## src/rtl/pdl_stack_ctl.sv

```systemverilog
// Push-down-list controller: drives a 1Kx32 synchronous RAM for push/pop/peek/clear
// and returns pop/peek data over a valid/ready response channel.
module pdl_stack_ctl #(
    parameter int AW = 10,
    parameter int DW = 32
) (
    input  logic          clk,
    input  logic          reset,
    input  logic          cmd_valid,
    output logic          cmd_ready,
    input  logic [1:0]    cmd_op,
    input  logic [DW-1:0] cmd_data,
    input  logic [AW-1:0] cmd_index,
    output logic          rsp_valid,
    input  logic          rsp_ready,
    output logic [DW-1:0] rsp_data,
    output logic          rsp_err,
    output logic [AW-1:0] address_a,
    output logic [DW-1:0] data_a,
    output logic          rden_a,
    output logic          wren_a,
    input  logic [DW-1:0] q_a,
    output logic [AW-1:0] pdl_ptr,
    output logic [AW:0]   depth,
    output logic          empty,
    output logic          full,
    output logic          err_overflow,
    output logic          err_underflow
);

    typedef enum logic [1:0] {IDLE, RD, RSP} state_t;
    typedef enum logic [1:0] {OP_PUSH, OP_POP, OP_PEEK, OP_CLEAR} op_t;

    state_t        state, state_next;
    op_t           op;
    logic          peek_ok;
    logic          rden_int, wren_int;

    assign op        = op_t'(cmd_op);
    assign peek_ok   = {1'b0, cmd_index} < depth;
    assign empty     = (depth == '0);
    assign full      = depth[AW];
    assign cmd_ready = (state == IDLE);
    assign rsp_valid = (state == RSP);

    // Strobes are masked by reset directly so an async reset never produces a RAM cycle.
    assign rden_a = rden_int && !reset;
    assign wren_a = wren_int && !reset;

    always_comb begin
        state_next = state;
        rden_int   = 1'b0;
        wren_int   = 1'b0;
        address_a  = '0;
        data_a     = '0;
        case (state)
            IDLE: begin
                if (cmd_valid) begin
                    case (op)
                        OP_PUSH: begin
                            if (!full) begin
                                wren_int  = 1'b1;
                                address_a = pdl_ptr + AW'(1);
                                data_a    = cmd_data;
                            end
                        end
                        OP_POP: begin
                            if (!empty) begin
                                rden_int   = 1'b1;
                                address_a  = pdl_ptr;
                                state_next = RD;
                            end else begin
                                state_next = RSP;
                            end
                        end
                        OP_PEEK: begin
                            if (peek_ok) begin
                                rden_int   = 1'b1;
                                address_a  = pdl_ptr - cmd_index;
                                state_next = RD;
                            end else begin
                                state_next = RSP;
                            end
                        end
                        default: ;
                    endcase
                end
            end
            RD:      state_next = RSP;
            RSP:     if (rsp_ready) state_next = IDLE;
            default: state_next = IDLE;
        endcase
    end

    always_ff @(posedge clk or posedge reset) begin
        if (reset) begin
            state         <= IDLE;
            pdl_ptr       <= '1;
            depth         <= '0;
            rsp_data      <= '0;
            rsp_err       <= 1'b0;
            err_overflow  <= 1'b0;
            err_underflow <= 1'b0;
        end else begin
            state <= state_next;
            case (state)
                IDLE: begin
                    if (cmd_valid) begin
                        case (op)
                            OP_PUSH: begin
                                if (!full) begin
                                    pdl_ptr <= pdl_ptr + AW'(1);
                                    depth   <= depth + (AW+1)'(1);
                                end else begin
                                    err_overflow <= 1'b1;
                                end
                            end
                            OP_POP: begin
                                if (!empty) begin
                                    pdl_ptr <= pdl_ptr - AW'(1);
                                    depth   <= depth - (AW+1)'(1);
                                end else begin
                                    err_underflow <= 1'b1;
                                    rsp_data      <= '0;
                                    rsp_err       <= 1'b1;
                                end
                            end
                            OP_PEEK: begin
                                if (!peek_ok) begin
                                    rsp_data <= '0;
                                    rsp_err  <= 1'b1;
                                end
                            end
                            OP_CLEAR: begin
                                pdl_ptr       <= '1;
                                depth         <= '0;
                                err_overflow  <= 1'b0;
                                err_underflow <= 1'b0;
                            end
                            default: ;
                        endcase
                    end
                end
                RD: begin
                    rsp_data <= q_a;
                    rsp_err  <= 1'b0;
                end
                default: ;
            endcase
        end
    end

endmodule

```

## config.mk

```make
export PLATFORM = sky130hd
export DESIGN_NAME = pdl_stack_ctl
export DESIGN_NICKNAME = d
export VERILOG_FILES = /design/src/rtl/pdl_stack_ctl.sv
export SDC_FILE = /design/constraint.sdc
export NUM_CORES = 1
export LEC_CHECK = 0
export BUFFER_PORTS_ARGS = -buffer_cell sky130_fd_sc_hd__buf_2
export CAP_MARGIN = 25
export CORE_ASPECT_RATIO = 1.75
export CORE_MARGIN = 2
export CORE_UTILIZATION = 30
export CTS_BUF_LIST = sky130_fd_sc_hd__clkbuf_4 sky130_fd_sc_hd__clkbuf_8
export DETAILED_ROUTE_END_ITERATION = 6
export PLACE_DENSITY = 0.55
export SYNTH_ARGS = -nofsm -noshare
export SYNTH_HDL_FRONTEND = slang
export SYNTH_SLANG_ARGS = --single-unit
```

## constraint.sdc

```tcl
create_clock -name clk -period 4.85 [get_ports clk]
set_input_delay 0.97 -clock clk [delete_from_list [all_inputs] [get_ports clk]]
set_output_delay 0.97 -clock clk [all_outputs]
set_load 0.01 [all_outputs]
```

==> results.sh, run 1 <==
export IMPL_outcome="finished clean"
export IMPL_cts_inserted_buffers=9
export IMPL_end_kind="primary output"
export IMPL_whs_path_depth=2
export IMPL_syn_area_um2=4628
export IMPL_period_needed_ns=4.101
export IMPL_num_antenna_cells=0
export IMPL_wl_per_cell_um=17.83
export IMPL_place_gp_congestion=0.8600
export IMPL_grt_pass1_wl_um=25300
export IMPL_crit_top_cell="buf_2"
export IMPL_critical_path_required_ns=3.88
export IMPL_ys_seq_elements=58
export IMPL_yosysWarnings=0
export IMPL_fp_dieH_um=168.3
export IMPL_drt_iter0_drc=365
export IMPL_ff2ff_path_depth=8
export IMPL_max_stage_delay_ns=0.43
export IMPL_maxCapViolations=0
export IMPL_ant_nets=0
export IMPL_clock_sinks=58
export IMPL_clk_latency_ns=0.34
export IMPL_grt_remaining_overflow=0
export IMPL_area_growth_pct=26.57
export IMPL_min_from="rsp_data[4]"
export IMPL_p_leak_nw=2.945
export IMPL_holdPathEnd="rsp_data[4]"
export IMPL_grt_max_degree=42
export IMPL_finalNonFillerCells=903
export IMPL_synth_edff_count=0
export IMPL_p_per_area_nw_per_um2=547.5
export IMPL_relSlewSlack=0.4107
export IMPL_holdBufCountCts=0
export IMPL_path_class="input pin to primary output"
export IMPL_wl_met2_um=8539
export IMPL_cp_max_fo=9
export IMPL_die_w_um=97.89
export IMPL_fin_skew_ns=0.005380
export IMPL_finalHoldViolations=0
export IMPL_cts_tree="yes"
export IMPL_fmaxAchievable_ghz=0.2438
export IMPL_portBuffers=183
export IMPL_postSynthCellCount=556
export IMPL_row_count=60
export IMPL_min_path_type="flop to flop"
export IMPL_cp_cell_sequence="buf_2 > ha_1 > a21oi_1 > o21ai_0 > o21bai_1 > a21oi_4 > nand3_1 > o32ai_1 > buf_2"
export IMPL_grt_util_all_layers=0.1882
export IMPL_antenna_found_initial=0
export IMPL_core_area_um2=15240
export IMPL_dieArea_um2=16480
export IMPL_critPathArrivalTime_ns=3.13
export IMPL_reg2reg_slack_ns=2.19
export IMPL_start_util=0.3037
export IMPL_grt_pass1_vias=4957
export IMPL_cts_resized_gates=0
export IMPL_synthArstFlopShare=1.000
export IMPL_start_kind="input pin"
export IMPL_finalSetupViolations=0
export IMPL_ys_flop_type="dfrtp_1"
export IMPL_wl_met3_um=866
export IMPL_syn_num_nets=663
export IMPL_vias=4978
export IMPL_mostFrequentLayoutCell="buf_2"
export IMPL_vias_per_cell=5.513
export IMPL_ir_drop_mv=0.2446
export IMPL_crit_buf_inv=2
export IMPL_drt_met1_wl_um=6188
export IMPL_synth_cell_types=67
export IMPL_io_pins=184
export IMPL_r2r_end="rsp_data[22]"
export IMPL_clkTransAtPathRegs_ns=0.07
export IMPL_seq_area_frac_synth=0.3163
export IMPL_dp_cells=887
export IMPL_drc=0
export IMPL_syn_avg_cell_area_um2=8.324
export IMPL_post_cts_setup_buffers=0
export IMPL_period_share=0.8456
export IMPL_worst_pin_slew_ns=0.8827
export IMPL_crit_slowest_cell="o32ai_1"
export IMPL_drive_gt1_frac=0.3333
export IMPL_hpwl_um=12140
export IMPL_layout_common_cells="183 x buf_2, 55 x o21ai_0, 48 x dfrtp_1"
export IMPL_maxSlewViolCount=0
export IMPL_reg2reg_from="depth[0]"
export IMPL_htreeDepth=3
export IMPL_setup_tns_ns=0
export IMPL_root_buffer="clkbuf_8"
export IMPL_wirelength_um=16100
export IMPL_routed_top_layer="met4"
export IMPL_rsz0062_at_grt="false"
export IMPL_path_delay_family="compound AO/OA/AOI/OAI gates"
export IMPL_dr_pass1_iters=5
export IMPL_nNetsFinal=820
export IMPL_clockBufferDepth=2
## metal layers
metal | up-vias | global-route usage
li1 | 2347 | -
met1 | 2403 | 0.2140
met2 | 194 | 0.3365
met3 | 34 | 0.03778
met4 | 0 | 0.08273
met5 | - | 0
## layout make-up
| cell class | instances | area (um^2) |
|---|---|---|
| clock buffers | 11 | 151.4 |
| flip-flops and latches | 58 | 1464 |
| fillers | 1577 | 9382 |
| multi-input cells | 420 | 2808 |
| well taps | 186 | 232.7 |
| inverters | 31 | 116.4 |
| repair buffers | 193 | 1011 |
| clock inverters | 4 | 75.07 |
## worst max-delay path by stage
stage | from | endpoint | slack, ns | cells past startpoint
final | cmd_index[6] | address_a[9] | 0.75 | 9
after floorplan | cmd_index[2] | address_a[9] | 1.34 | 7
after CTS | cmd_index[6] | address_a[9] | 0.67 | 9
after detailed placement | cmd_index[6] | address_a[9] | 0.67 | 9
after global routing | depth[2] | address_a[9] | 0.61 | 9
after global placement | cmd_index[6] | address_a[9] | 0.79 | 9
## flip-flops by register name, summed over array words and instances, names as in the netlist
register,cells
depth,11
rsp_data,32
err_overflow,1
err_underflow,1
rsp_err,1
pdl_ptr,10
state,2
## power breakdown
part | switching, W | internal, W | total, W
Sequential | 0.000323 | 0.000735 | 0.00106
Clock | 0.000204 | 0.000315 | 0.000518
Combinational | 0.000933 | 0.000698 | 0.00163
## cells in the mapped netlist (3+ instances only)
master    instances  area (um^2)
o21ai_0          55        275.3
dfrtp_1          48         1201
and3_1           37        231.5
nand2b_1         36        225.2
a21oi_1          32        160.2
a22oi_1          32        240.2
nor2_1           32        120.1
inv_1            30        112.6
clkbuf_1         27        101.4
ha_1             26        325.3
nand2_1          24        90.09
nand3_1          15        75.07
nor3_1           13        65.06
a31oi_1          12        75.07
dfstp_2          10        262.8
o22ai_1          10        62.56
buf_2             9        45.04
nor2b_1           8        50.05
nand4_1           7        43.79
a21o_1            6        45.04
o21ai_1           5        25.02
xnor2_1           5        43.79
xor2_1            5        43.79
a221oi_1          4        35.03
buf_6             4        45.04
o21a_1            4        30.03
or3_1             4        25.02
a222oi_1          3        30.03
buf_4             3        22.52
o211ai_1          3        22.52
## worst register-to-register path: cells and delay by family (launching register included)
family          cells  cell delay, ns
fa+ha+maj           1            0.22
simple gates        4            1.17
buf+inv             2            0.51
flops               1            0.46
compound gates      1            0.17
## cell families after synthesis
logic type,synth area share
xor+xnor,0.01892
mux,0.004326
fa+ha+maj,0.07461
buf+inv,0.07867
compound gates,0.2660
flops,0.3163
simple gates,0.2411
## per-stage QoR
step	area, um^2	hold slack (ns)	worst slack, ns	util	power (W)
2_1_floorplan	4628	0.5206	1.336	-	0.002101
3_3_place_gp	5604	0.5085	0.7901	0.3677	0.002640
3_5_place_dp	5604	0.5214	0.6727	0.3677	0.002691
4_1_cts	5831	0.5414	0.6675	0.3826	0.003233
5_1_grt	5858	0.5724	0.6087	0.3844	0.003481
6_report	5858	0.5320	0.7487	0.3844	0.003207
Power figures use the tool's default switching activity.
==> run 2: changes to the inputs <==
- PLACE_DENSITY: 0.55 -> 0.57
- clock period: 4.85 -> 3.6 ns (I/O delays scaled with it)
==> run 2 against run 1 <==
Setup slack worse by 0.55 ns; via count down 1.4%; register-to-register slack worse by 1.4 ns; sequential power up 28%; critical path type is now flop to primary output; core utilization up 0.30 points; critical endpoint unchanged; largest cell class unchanged; clock power up 15%.
==> results.sh, run 2 (synthesized netlist as in run 1, its figures left out) <==
export IMPL_start_util=0.3037
export IMPL_vias=4906
export IMPL_mostFrequentLayoutCell="buf_2"
export IMPL_seq_area_um2=1468
export IMPL_setup_tns_ns=0
export IMPL_ant_nets=0
export IMPL_largestRegisters="rsp_data x32, depth x11, pdl_ptr x10"
export IMPL_antenna_found_initial=0
export IMPL_worst_pin_slew_ns=0.7344
export IMPL_worstSetupStartpoint="depth[0]"
export IMPL_nFillCells=1593
export IMPL_dp_cells=896
export IMPL_io_pins=184
export IMPL_drc=0
export IMPL_fmaxAchievable_ghz=0.2944
export IMPL_num_antenna_cells=0
export IMPL_period_needed_ns=3.397
export IMPL_grt_pass1_vias=5005
export IMPL_maxCapViolations=0
export IMPL_die_w_um=97.89
export IMPL_portBuffers=183
export IMPL_path_delay_family="simple AND/OR/NAND/NOR gates"
export IMPL_core_area_um2=15240
export IMPL_holdBufCountCts=0
export IMPL_finalNonFillerCells=914
export IMPL_top_register="rsp_data"
export IMPL_p_leak_nw=2.981
export IMPL_rsz0062_at_grt="false"
export IMPL_vias_per_cell=5.368
export IMPL_finalSetupViolations=0
export IMPL_ff2ff_path_depth=9
export IMPL_crit_slowest_cell="dfrtp_1"
export IMPL_grt_util_all_layers=0.1848
export IMPL_grt_pass1_wl_um=25000
export IMPL_nNetsFinal=830
export IMPL_maxSlewViolCount=0
export IMPL_reg2reg_from="depth[0]"
export IMPL_area_growth_pct=27.55
export IMPL_crit_buf_inv=3
export IMPL_fin_skew_ns=0.007919
export IMPL_layout_common_cells="183 x buf_2, 54 x o21ai_0, 45 x dfrtp_1"
export IMPL_drive_gt1_frac=0.3516
export IMPL_critPathArrivalTime_ns=2.68
export IMPL_wl_per_cell_um=17.18
export IMPL_place_gp_congestion=0.8331
export IMPL_multiInputGateArea_um2=2831
export IMPL_wirelength_um=15700
export IMPL_grt_max_degree=40
export IMPL_relSlewSlack=0.5104
export IMPL_end_kind="primary output"
export IMPL_cts_tree="yes"
export IMPL_critical_path_required_ns=2.88
export IMPL_largest_reg_flops=32
export IMPL_clk_latency_ns=0.34
export IMPL_root_buffer="clkbuf_8"
export IMPL_hpwl_um=11960
export IMPL_p_per_area_nw_per_um2=720.8
export IMPL_clockBufferDepth=2
export IMPL_ir_drop_mv=0.4423
export IMPL_finalHoldViolations=0
export IMPL_htreeDepth=3
export IMPL_worst_path_stages=10
export IMPL_drt_iter0_drc=275
export IMPL_cp_max_fo=11
export IMPL_start_kind="flop"
export IMPL_dr_pass1_iters=4
export IMPL_clock_sinks=58
export IMPL_fp_dieH_um=168.3
export IMPL_clkTransAtPathRegs_ns=0.07
export IMPL_dieArea_um2=16480
export IMPL_outcome="finished clean"
export IMPL_cp_cell_sequence="inv_1 > ha_1 > nor3b_4 > and4_1 > nor2_4 > a21o_1 > a21oi_1 > o32ai_2 > buf_4 > buf_2"
export IMPL_path_class="flop to primary output"
export IMPL_max_stage_delay_ns=0.46
export IMPL_row_count=60
export IMPL_cts_inserted_buffers=9
export IMPL_period_share=0.9436
export IMPL_grt_remaining_overflow=0
export IMPL_min_path_type="input pin to async pin"
[run 2: power by group]
part	switching, W	total, W	internal [W]	leakage [nW]
Clock	0.000274	0.000597	0.000322	0.0992
Combinational	0.00133	0.00230	0.000974	2.20
Sequential	0.000367	0.00136	0.000991	0.685
Total	0.00197	0.00426	0.00229	2.98
[run 2: layout make-up]
| type | count | share of cell area |
|---|---|---|
| clock inverters | 6 | 0.009750 |
| flip-flops and latches | 58 | 0.2486 |
| well taps | 186 | 0.03942 |
| multi-input cells | 420 | 0.4797 |
| inverters | 31 | 0.01971 |
| clock buffers | 10 | 0.02226 |
| repair buffers | 203 | 0.1806 |
[run 2: layer usage]
metal	global-route usage	share of wire
met2	0.3309	0.54
met5	0	0
met4	0.07729	0.026
met3	0.03487	0.056
met1	0.2128	0.38
[run 2: final timing paths]
kind / end / slack, ns
setup reg to reg: depth[2] / 0.81
hold / removal: rsp_data[21] / 0.44
min in group clk: rsp_err / 0.52
setup / recovery: address_a[9] / 0.20
max in group asynchronous: pdl_ptr[4] / 2.28
hold reg to reg: rsp_err / 0.52
[run 2: through the flow]
stage,hold WS [ns],util,instance area [um^2],power (W),setup slack [ns]
final,0.4391,0.3874,5903,0.004255,0.2029
after global routing,0.4701,0.3874,5903,0.004621,0.06317
after CTS,0.4387,0.3851,5869,0.004261,0.05149
after detailed placement,0.5139,0.3722,5672,0.003633,0.1023
after global placement,0.5073,0.3722,5672,0.003564,0.1794
after floorplan,0.5206,-,4628,0.002830,0.5858
[run 2: timing repair]
| item | CTS | global route |
|---|---|---|
| setup endpoints to repair | 1 | 2 |
| pin swaps | 0 | 0 |
| buffers inserted | 1 | 1 |
| resized for setup | 1 | 7 |
